File: src/rtl/dscope_pkg.sv
// Shared definitions for the frame collector: FSM states, header field
// layout and width helpers. FRAME_HEADER_EN adds the HDR state.
package dscope_pkg;

    // Header word layout: frame counter in the upper bits, length sum below.
    localparam int unsigned HDR_LEN_LSB = 0;
    localparam int unsigned HDR_LEN_W   = 16;
    localparam int unsigned HDR_CNT_LSB = 16;

    // Output buffer depth and the occupancy width needed to count 0..2.
    localparam int unsigned BUF_DEPTH = 2;
    localparam int unsigned OCC_W     = $clog2(BUF_DEPTH + 1);

    // Index width for a count of n items; never narrower than one bit.
    function automatic int unsigned idx_w(input int unsigned n);
        return (n > 1) ? $clog2(n) : 1;
    endfunction

`ifdef FRAME_HEADER_EN
    typedef enum logic [2:0] {
        ST_IDLE,
        ST_HDR,
        ST_SEL,
        ST_RUN,
        ST_DRAIN
    } fc_state_t;
`else
    typedef enum logic [2:0] {
        ST_IDLE,
        ST_SEL,
        ST_RUN,
        ST_DRAIN
    } fc_state_t;
`endif

endpackage

File: src/rtl/frame_collector_out_skid2.sv
// Two-entry output buffer with valid/ready drain and occupancy report.
// The writer must only push when there is room (occupancy after pop < 2).
module out_skid2
    import dscope_pkg::*;
#(
    parameter int unsigned DATA_W = 32
) (
    input  logic              clk,
    input  logic              rst_n,
    input  logic              push,
    input  logic [DATA_W-1:0] push_data,
    output logic [DATA_W-1:0] out_data,
    output logic              out_vld,
    input  logic              out_rdy,
    output logic [OCC_W-1:0]  occ
);

    logic [DATA_W-1:0] head_q;
    logic [DATA_W-1:0] tail_q;
    logic [OCC_W-1:0]  occ_q;
    logic              pop;

    assign pop      = out_vld & out_rdy;
    assign out_vld  = (occ_q != '0);
    assign out_data = head_q;
    assign occ      = occ_q;

    // Head always holds the oldest word; tail only fills when head is busy.
    always_ff @(posedge clk or negedge rst_n) begin
        if (!rst_n) begin
            head_q <= '0;
            tail_q <= '0;
            occ_q  <= '0;
        end else begin
            case ({push, pop})
                2'b10: begin
                    if (occ_q == '0) head_q <= push_data;
                    else             tail_q <= push_data;
                    occ_q <= occ_q + OCC_W'(1);
                end
                2'b01: begin
                    head_q <= tail_q;
                    occ_q  <= occ_q - OCC_W'(1);
                end
                2'b11: begin
                    if (occ_q == OCC_W'(1)) begin
                        head_q <= push_data;
                    end else begin
                        head_q <= tail_q;
                        tail_q <= push_data;
                    end
                end
                default: ;
            endcase
        end
    end

endmodule

File: src/rtl/frame_collector.sv
// Frame collector: walks vchn/chn/addr over per-channel buffers and merges
// the words into one valid/ready stream through a 2-entry output buffer.
// Define FRAME_HEADER_EN to prefix each frame with a counter/length header.
module frame_collector
    import dscope_pkg::*;
#(
    parameter int unsigned CHN_COUNT  = 4,
    parameter int unsigned VCHN_COUNT = 4,
    parameter int unsigned ADDR_W     = 8,
    parameter int unsigned DATA_W     = 32
) (
    input  logic                          clk,
    input  logic                          rst_n,
    input  logic                          i_complite,
    output logic [$clog2(VCHN_COUNT)-1:0] o_rd_vchn,
    input  logic [CHN_COUNT*ADDR_W-1:0]   i_data_len,
    output logic [CHN_COUNT*ADDR_W-1:0]   o_rd_addr,
    input  logic [CHN_COUNT*DATA_W-1:0]   i_rd_data,
    output logic [DATA_W-1:0]             o_out_data,
    output logic                          o_out_vld,
    input  logic                          i_out_rdy,
    output logic                          o_busy,
    output logic                          o_frame_done,
    output logic                          o_drop
);

    localparam int unsigned VCHN_W = $clog2(VCHN_COUNT);
    localparam int unsigned CHN_W  = idx_w(CHN_COUNT);
    localparam logic [VCHN_W-1:0] LAST_VCHN = VCHN_W'(VCHN_COUNT - 1);
    localparam logic [CHN_W-1:0]  LAST_CHN  = CHN_W'(CHN_COUNT - 1);

    fc_state_t         state_q, state_d;
    logic [VCHN_W-1:0] vchn_q;
    logic [CHN_W-1:0]  chn_q;
    logic [ADDR_W-1:0] addr_q;
    logic [ADDR_W-1:0] len_q;
    logic [ADDR_W-1:0] cur_len;
    logic              inflight_q;
    logic [CHN_W-1:0]  inflight_chn_q;
    logic              done_q;
    logic              drop_q;

    logic              issue;
    logic              pair_end;
    logic              finish;
    logic              last_pair;
    logic              pop;
    logic              space;
    logic [OCC_W-1:0]  occ;
    logic [OCC_W:0]    occ_eff;
    logic              buf_push;
    logic [DATA_W-1:0] buf_data;
    logic [DATA_W-1:0] rd_word;

`ifdef FRAME_HEADER_EN
    localparam int unsigned CNT_W = DATA_W - HDR_CNT_LSB;
    logic [HDR_LEN_W-1:0] lane_sum;
    logic [HDR_LEN_W-1:0] len_sum_q;
    logic [CNT_W-1:0]     frame_cnt_q;
    logic [DATA_W-1:0]    hdr_word;
    logic                 hdr_push;
`endif

    assign o_rd_vchn    = vchn_q;
    assign o_busy       = (state_q != ST_IDLE);
    assign o_frame_done = done_q;
    assign o_drop       = drop_q;
    assign pop          = o_out_vld & i_out_rdy;
    assign last_pair    = (vchn_q == LAST_VCHN) && (chn_q == LAST_CHN);

    // Room check counts the word leaving this cycle, so a steady stream
    // keeps one read in flight and one word in the buffer every clock.
    assign occ_eff = {1'b0, occ} + {{OCC_W{1'b0}}, inflight_q} - {{OCC_W{1'b0}}, pop};
    assign space   = (occ_eff < (OCC_W + 1)'(BUF_DEPTH));

    // Lane muxes: length of the current channel, data of the in-flight read,
    // and the address bus with only the active lane driven.
    always_comb begin
        cur_len   = '0;
        rd_word   = '0;
        o_rd_addr = '0;
        for (int unsigned k = 0; k < CHN_COUNT; k++) begin
            if (chn_q == CHN_W'(k)) begin
                cur_len = i_data_len[k*ADDR_W +: ADDR_W];
                if (state_q == ST_SEL || state_q == ST_RUN)
                    o_rd_addr[k*ADDR_W +: ADDR_W] = addr_q;
            end
            if (inflight_chn_q == CHN_W'(k))
                rd_word = i_rd_data[k*DATA_W +: DATA_W];
        end
    end

`ifdef FRAME_HEADER_EN
    // Sum of all lane lengths for the vchn on o_rd_vchn, plus header word.
    always_comb begin
        lane_sum = '0;
        for (int unsigned k = 0; k < CHN_COUNT; k++)
            lane_sum = lane_sum + HDR_LEN_W'(i_data_len[k*ADDR_W +: ADDR_W]);
        hdr_word = '0;
        hdr_word[DATA_W-1:HDR_CNT_LSB]          = frame_cnt_q;
        hdr_word[HDR_LEN_LSB +: HDR_LEN_W]      = len_sum_q + lane_sum;
    end

    assign buf_push = inflight_q | hdr_push;
    assign buf_data = hdr_push ? hdr_word : rd_word;
`else
    assign buf_push = inflight_q;
    assign buf_data = rd_word;
`endif

    // State register.
    always_ff @(posedge clk or negedge rst_n) begin
        if (!rst_n) state_q <= ST_IDLE;
        else        state_q <= state_d;
    end

    // Next state and per-cycle controls. SEL issues address 0 itself so a
    // pair change costs no bubble; a length-1 pair never visits RUN.
    always_comb begin
        state_d  = state_q;
        issue    = 1'b0;
        pair_end = 1'b0;
        finish   = 1'b0;
`ifdef FRAME_HEADER_EN
        hdr_push = 1'b0;
`endif
        case (state_q)
            ST_IDLE: begin
                if (i_complite) begin
`ifdef FRAME_HEADER_EN
                    state_d = ST_HDR;
`else
                    state_d = ST_SEL;
`endif
                end
            end
`ifdef FRAME_HEADER_EN
            ST_HDR: begin
                if (vchn_q == LAST_VCHN) begin
                    hdr_push = 1'b1;
                    state_d  = ST_SEL;
                end
            end
`endif
            ST_SEL: begin
                if (cur_len == '0) begin
                    pair_end = 1'b1;
                    state_d  = last_pair ? ST_DRAIN : ST_SEL;
                end else if (space) begin
                    issue = 1'b1;
                    if (cur_len == ADDR_W'(1)) begin
                        pair_end = 1'b1;
                        state_d  = last_pair ? ST_DRAIN : ST_SEL;
                    end else begin
                        state_d = ST_RUN;
                    end
                end
            end
            ST_RUN: begin
                if (space) begin
                    issue = 1'b1;
                    if (addr_q == len_q - ADDR_W'(1)) begin
                        pair_end = 1'b1;
                        state_d  = last_pair ? ST_DRAIN : ST_SEL;
                    end
                end
            end
            ST_DRAIN: begin
                if (!inflight_q && (occ == '0 || (occ == OCC_W'(1) && pop))) begin
                    finish  = 1'b1;
                    state_d = ST_IDLE;
                end
            end
            default: state_d = ST_IDLE;
        endcase
    end

    // Read walk: address within the pair, then chn, then vchn.
    always_ff @(posedge clk or negedge rst_n) begin
        if (!rst_n) begin
            vchn_q         <= '0;
            chn_q          <= '0;
            addr_q         <= '0;
            len_q          <= '0;
            inflight_q     <= 1'b0;
            inflight_chn_q <= '0;
            done_q         <= 1'b0;
            drop_q         <= 1'b0;
        end else begin
            inflight_q     <= issue;
            inflight_chn_q <= chn_q;
            done_q         <= finish;
            drop_q         <= i_complite & (state_q != ST_IDLE);
            if (state_q == ST_IDLE) begin
                vchn_q <= '0;
                chn_q  <= '0;
                addr_q <= '0;
`ifdef FRAME_HEADER_EN
            end else if (state_q == ST_HDR) begin
                vchn_q <= vchn_q + VCHN_W'(1);
`endif
            end else begin
                if (issue) begin
                    addr_q <= addr_q + ADDR_W'(1);
                    if (state_q == ST_SEL) len_q <= cur_len;
                end
                if (pair_end) begin
                    addr_q <= '0;
                    if (chn_q == LAST_CHN) begin
                        chn_q  <= '0;
                        vchn_q <= vchn_q + VCHN_W'(1);
                    end else begin
                        chn_q <= chn_q + CHN_W'(1);
                    end
                end
            end
        end
    end

`ifdef FRAME_HEADER_EN
    // Length sum accumulates across HDR; frame counter steps on completion.
    always_ff @(posedge clk or negedge rst_n) begin
        if (!rst_n) begin
            len_sum_q   <= '0;
            frame_cnt_q <= '0;
        end else begin
            if (state_q == ST_IDLE)     len_sum_q <= '0;
            else if (state_q == ST_HDR) len_sum_q <= len_sum_q + lane_sum;
            if (finish) frame_cnt_q <= frame_cnt_q + CNT_W'(1);
        end
    end
`endif

    out_skid2 #(
        .DATA_W (DATA_W)
    ) u_out_skid2 (
        .clk       (clk),
        .rst_n     (rst_n),
        .push      (buf_push),
        .push_data (buf_data),
        .out_data  (o_out_data),
        .out_vld   (o_out_vld),
        .out_rdy   (i_out_rdy),
        .occ       (occ)
    );

endmodule

File: config.mk
export PLATFORM = sky130hd
export DESIGN_NAME = frame_collector
export DESIGN_NICKNAME = d
export VERILOG_FILES = /design/src/rtl/dscope_pkg.sv /design/src/rtl/frame_collector_out_skid2.sv /design/src/rtl/frame_collector.sv
export SDC_FILE = /design/constraint.sdc
export NUM_CORES = 1
export LEC_CHECK = 0
export BUFFER_PORTS_ARGS = -buffer_cell sky130_fd_sc_hd__buf_2
export CAP_MARGIN = 20
export CORE_MARGIN = 2
export CORE_UTILIZATION = 53
export DETAILED_ROUTE_END_ITERATION = 16
export PLACE_DENSITY = 0.91
export SKIP_LAST_GASP = 1
export SLEW_MARGIN = 20
export SYNTH_ARGS = -nofsm -noshare
export SYNTH_HDL_FRONTEND = slang
export SYNTH_SLANG_ARGS = --single-unit
File: constraint.sdc
create_clock -name clk -period 6.2 [get_ports clk]
set_input_delay 0.62 -clock clk [delete_from_list [all_inputs] [get_ports clk]]
set_output_delay 0.62 -clock clk [all_outputs]
set_load 0.005 [all_outputs]
==> results of run 1 <==
[worst max-delay path, cell delays in order, from the launching register on]
cell and delay, ns:
dfrtp_1 0.44, ha_1 0.52, inv_1 0.24, o22a_1 0.28, a222oi_1 0.60, a41oi_2 0.30, o21ai_2 0.39, or3_1 0.42
mux2_2 0.39
[worst max path at each step]
stage,start,endpoint,depth (start not counted)
3_5_place_dp,chn_q[0],len_q[3],8
6_report,chn_q[0],len_q[3],8
3_3_place_gp,chn_q[0],len_q[3],8
5_1_grt,chn_q[0],len_q[6],8
2_1_floorplan,u_out_skid2.occ[1],len_q[7],14
4_1_cts,chn_q[0],len_q[3],8
[flip-flops by register name, indices dropped and copies added, names as in the netlist]
signal and cells:
u_out_skid2.out_data 32, u_out_skid2.tail_q 32, addr_q 8, len_q 8, chn_q 2, inflight_chn_q 2
o_rd_vchn 2, state_q 2, u_out_skid2.occ 2, buf_push 1, o_drop 1, o_frame_done 1
[power by group through the flow]
stage,Sequential (mW),Clock [mW],Combinational (mW)
CTS,1.03,0.424,1.08
finish,1.03,0.416,1.08
detailed placement,1.04,0,1.07
global route,1.06,0.452,1.19
global placement,1.01,0,0.994
floorplan,0.989,0,0.736
[per-layer routing]
layer  track usage, %  up-vias
met2             49.4      218
li1                 -     2327
met4             9.52        0
met1             32.0     2454
met3             4.58       35
met5                0        -
[stage by stage]
stage,power [mW],hold WS [ns],worst slack (ns),util (%),std cells
2_1_floorplan,1.73,0.324,3.06,-,528
4_1_cts,2.53,0.210,2.61,68.7,877
5_1_grt,2.70,0.220,2.31,68.7,877
3_5_place_dp,2.11,0.455,2.61,66.7,861
6_report,2.53,0.198,2.53,68.7,877
3_3_place_gp,2.00,0.431,2.85,66.7,861
[area by class of cell]
cell class / count / area (sq um) / share of cell area, %
inverters: 18 / 67.6 / 0.944
clock inverters: 7 / 81.3 / 1.14
clock buffers: 9 / 124 / 1.73
well taps: 136 / 170 / 2.38
repair buffers: 237 / 1200 / 16.7
multi-input cells: 377 / 3190 / 44.5
flip-flops and latches: 93 / 2330 / 32.6
[logic make-up after synthesis]
family	synth area share, %
fa+ha+maj	3.40
xor+xnor	2.60
flops	40.6
buf+inv	4.10
mux	26.8
compound gates	9.93
simple gates	12.6
[cell usage in the layout, fill, tap and decap left out, types with 6 or more instances in the layout]
cell type  synthesis  routed
dfrtp_1           93      92
o21ai_0           42      42
mux2_2            35      35
inv_1             18      18
a21oi_1           10      10
o22ai_1            6       6
buf_2              2     232
ha_1              14      14
xnor2_1            7       7
nor2_1            19      19
o211a_1            6       6
and3_1            35      35
mux2i_1           39      39
clkbuf_8           0       9
mux4_2            32      32
o211ai_1           7       7
xor2_1            10      10
nand2_1           64      64
==> impl_metrics.yaml, run 1 <==
hold_path:
  hold_class: "input port to asynchronous set/reset pin"
floorplanning:
  fp-row-count: 37
  ioPinCount: 234
  start_util_pct: 55.1
  dieWidth_um: 108
  core-area_sq_um: 10400
  die_area_sq_um: 11700
  die_h_um: 108
cells_and_area:
  area_growth_pct: 24.8
  drive_gt1_share_pct: 44.7
  nets: 915
  n_fill_cell: 807
  final_area_sq_um: 7160
  diodes: 0
cts:
  numCtsBuffers: 9
  cts_tree: "done"
  clkLatencyLatePin_ns: 0.35
  hold_buffers: 0
  clk_pin_slew_worst_paths_ns: 0.10
  clock-root-buffer: "clkbuf_8"
  clk_path_buf_depth: 2
  numClockSinks: 93
  cts_resized: 0
  post_cts_buffers: 0
  htree_num_levels: 3
timing:
  hold_viol: 0
  period_share_pct: 59.2
  setup_viol_count_final: 0
  clock_skew_ns: 0.0159
  clock.fmax_mhz: 272
  setup_tns_ns: 0
  maxSlewViolCount: 0
  tightest_slew_ns: 1.05
  finalCriticalPeriod_ns: 3.67
  slew_headroom_pct: 30.0
  rsz0062_at_grt: "false"
worst_setup_path:
  cp_max_fo: 16
  end_kind: "register"
  critPathKind: "register to register"
  cp.arrival_ns: 3.91
  cp.required_ns: 6.44
  worst_setup_path_start_kind: "register"
  rrSetupSlack_ns: 2.53
  r2r-end: "len_q[3]"
  r2r-start: "chn_q[0]"
  r2r_cells: 8
pwr:
  switchingPower_mw: 0.980
  pwr-share-clk_pct: 16.5
  pwr-share-comb_pct: 42.6
  leakage_nw: 3.79
  seqPwrFrac_pct: 40.9
  p_sw_share_pct: 38.8
  peakVddDrop_mv: 0.424
  power_density_nw_per_um2: 353
  internal-power_mw: 1.55
detailed_routing:
  routed-wl-met3_um: 932
  wl_met2_mm: 8.54
  m1WireLength_mm: 6.00
  drcViolationCount: 0
  wl_per_cell_um: 18.0
  wl_mm: 15.8
  ant_nets: 0
  dr.max_layer_used: "met4"
  vias: 5034
  routed_via_density: 5.74
  detail_route.iter0.violations: 353
  drt_first_pass_iters: 5
placement:
  hpwl_mm: 12.2
  portBuffers: 233
  gp_congestion: 0.880
  placed_cell_area_sq_um: 6950
logic_synthesis:
  syn_area_sq_um: 5740
  synth_async_sr_flop_share_pct: 100
  synth_area_leader_cell: "dfrtp_1"
  synth_nets: 707
  ys_seq_elements: 93
  ys_types: 52
  netlist_instances: 528
  synth_most_common_cell: "dfrtp_1"
  synth-edff-count: 0
  yosys-top-cells-count: "dfrtp_1 (93), nand2_1 (64), o21ai_0 (42), mux2i_1 (39)"
  yosysSeqAreaShare_pct: 40.6
  ys.flop_type: "dfrtp_1"
  yosys.area.top_type_share_pct: 40.6
  yosys_warnings: 0
  synth_area_leaders: "dfrtp_1 (41%), mux4_2 (13%), mux2_2 (6.9%)"
  syn_avg_cell_area_sq_um: 10.9
grt:
  antenna_found_initial: 0
  grt_overflow: 0
  grtUsageTotal_pct: 27.0
  grt_max_degree: 65
  grt_pass1_wl_mm: 24.8
  grt_pass1_vias: 5173
status:
  status: "finished clean"
flow_run:
  max-cap-violations: 0
Power figures use the tool's default switching activity.
==> run 2, diff against run 1 <==
--- a/config.mk
+++ b/config.mk
@@ -8,9 +8,9 @@
 export BUFFER_PORTS_ARGS = -buffer_cell sky130_fd_sc_hd__buf_2
 export CAP_MARGIN = 20
 export CORE_MARGIN = 2
-export CORE_UTILIZATION = 53
+export CORE_UTILIZATION = 49
 export DETAILED_ROUTE_END_ITERATION = 16
-export PLACE_DENSITY = 0.91
+export PLACE_DENSITY = 0.85
 export SKIP_LAST_GASP = 1
 export SLEW_MARGIN = 20
 export SYNTH_ARGS = -nofsm -noshare
==> constraint.sdc (replaced) <==
create_clock -name clk -period 3.6 [get_ports clk]
set_input_delay 0.36 -clock clk [delete_from_list [all_inputs] [get_ports clk]]
set_output_delay 0.36 -clock clk [all_outputs]
set_load 0.005 [all_outputs]
==> impl_metrics.yaml, run 2 (synthesis gave the netlist of run 1 again) <==
status:
  status: "finished, violations left"
  violations: "hold timing"
placement:
  place_ws_ns: 0.178
  placed_cell_area_sq_um: 7000
  place_inst: 874
  portBuffers: 233
  gp_congestion: 0.896
  hpwl_mm: 12.0
timing:
  hold_viol: 8
  clock.fmax_mhz: 299
  setup_tns_ns: 0
  tightest_slew_ns: 1.01
  holdWs_ns: -0.00537
  clock_skew_ns: 0.0116
  finalCriticalPeriod_ns: 3.34
  setup_slack_ns: 0.258
  period_share_pct: 92.8
  maxSlewViolCount: 0
  slew_headroom_pct: 32.5
  setup_viol_count_final: 0
pwr:
  power_density_nw_per_um2: 627
  p_total_mw: 4.60
  leakage_nw: 3.88
  peakVddDrop_mv: 0.353
worst_setup_path:
  cp.required_ns: 3.87
  critPathKind: "register to register"
  crit_end: "chn_q[0]"
  cp-startpoint: "u_out_skid2.occ[1]"
  cp_max_fo: 8
  path_common_cell: "inv_1"
  crit_family: "simple AND/OR/NAND/NOR gates"
  r2r-start: "u_out_skid2.occ[1]"
  crit_path_top_delay_cell: "dfrtp_2"
  worst_setup_path_start_kind: "register"
  r2r_cells: 14
  r2r-end: "chn_q[0]"
  end_kind: "register"
  rrSetupSlack_ns: 0.26
  path_depth: 14
  worstPathCellList: "inv_1 -> ha_1 -> inv_1 -> nand2_1 -> xnor2_1 -> nand2b_1 -> fa_1 -> xnor2_2 -> and3_2 -> nand4_1 -> a211oi_2 -> o211ai_1 -> or3_1 -> a21oi_1"
  cp.arrival_ns: 3.61
  worst-path-buf-inv: 2
  crit_path_max_incr_delay_ns: 0.45
cts:
  clk_path_buf_depth: 2
  numCtsBuffers: 9
  numClockSinks: 93
  clkLatencyLatePin_ns: 0.34
  hold_buffers: 0
  cts_tree: "done"
  clock-root-buffer: "clkbuf_16"
  htree_num_levels: 3
  clk_pin_slew_worst_paths_ns: 0.07
detailed_routing:
  detail_route.iter0.violations: 265
  ant_nets: 0
  routed_via_density: 5.68
  wl_mm: 15.9
  drt_first_pass_iters: 5
  wl_per_cell_um: 17.9
  vias: 5058
  drcViolationCount: 0
floorplanning:
  fp-row-count: 39
  dieWidth_um: 112
  start_util_pct: 50.2
  ioPinCount: 234
  core-area_sq_um: 11400
  die_area_sq_um: 12600
  die_h_um: 112
flow_run:
  max-cap-violations: 0
cells_and_area:
  nets: 922
  area_growth_pct: 27.9
  multi_input_area_sq_um: 3200
  regArea_sq_um: 2330
  fin_cells: 891
  final_util_pct: 64.3
  diodes: 0
  final_common_cell: "buf_2"
  drive_gt1_share_pct: 45.7
  final_area_sq_um: 7340
  most-common-layout-cells: "buf_2 (232), dfrtp_1 (91), nand2_1 (64), o21ai_0 (42), mux2i_1 (39)"
  n_fill_cell: 892
grt:
  antenna_found_initial: 1
  grt_max_degree: 65
  grt_pass1_wl_mm: 25.0
  grt_pass1_vias: 5169
  grtUsageTotal_pct: 24.9
  grt_overflow: 0
hold_path:
  hold_class: "input port to asynchronous set/reset pin"
[run 2: worst min path at each step]
stage	cells after the start	to	start
2_1_floorplan	0	addr_q[0]	rst_n
3_3_place_gp	1	u_out_skid2.tail_q[30]	rst_n
3_5_place_dp	1	u_out_skid2.tail_q[29]	rst_n
4_1_cts	1	u_out_skid2.tail_q[29]	rst_n
5_1_grt	1	u_out_skid2.tail_q[29]	rst_n
6_report	1	len_q[1]	rst_n
[run 2: report_power, final]
part / internal (mW) / switching [mW] / total (mW)
registers: 1.47 / 0.287 / 1.76
logic: 0.885 / 0.980 / 1.87
clock network: 0.549 / 0.430 / 0.979
[run 2: layer usage]
| metal | vias up | share of wire (%) | GRT usage, % |
|---|---|---|---|
| met1 | 2435 | 39 | 29.5 |
| met5 | - | 0 | 0 |
| met3 | 25 | 7.4 | 3.78 |
| met2 | 256 | 52 | 45.9 |
| met4 | 0 | 2.1 | 9.02 |
| li1 | 2342 | - | - |
[run 2: cell type report]
type,count,area share [%]
Clock buffer,9,3.07
Clock inverter,7,1.13
Inverter,18,0.921
Multi-Input combinational cell,377,43.6
Sequential cell,93,31.8
Tap cell,143,2.44
Timing Repair Buffer,244,17.1
[run 2: what timing repair did]
| action | in CTS | in global routing |
|---|---|---|
| setup buffers | 0 | 1 |
| gates resized for setup | 0 | 4 |
| endpoints found under the setup margin | 0 | 18 |
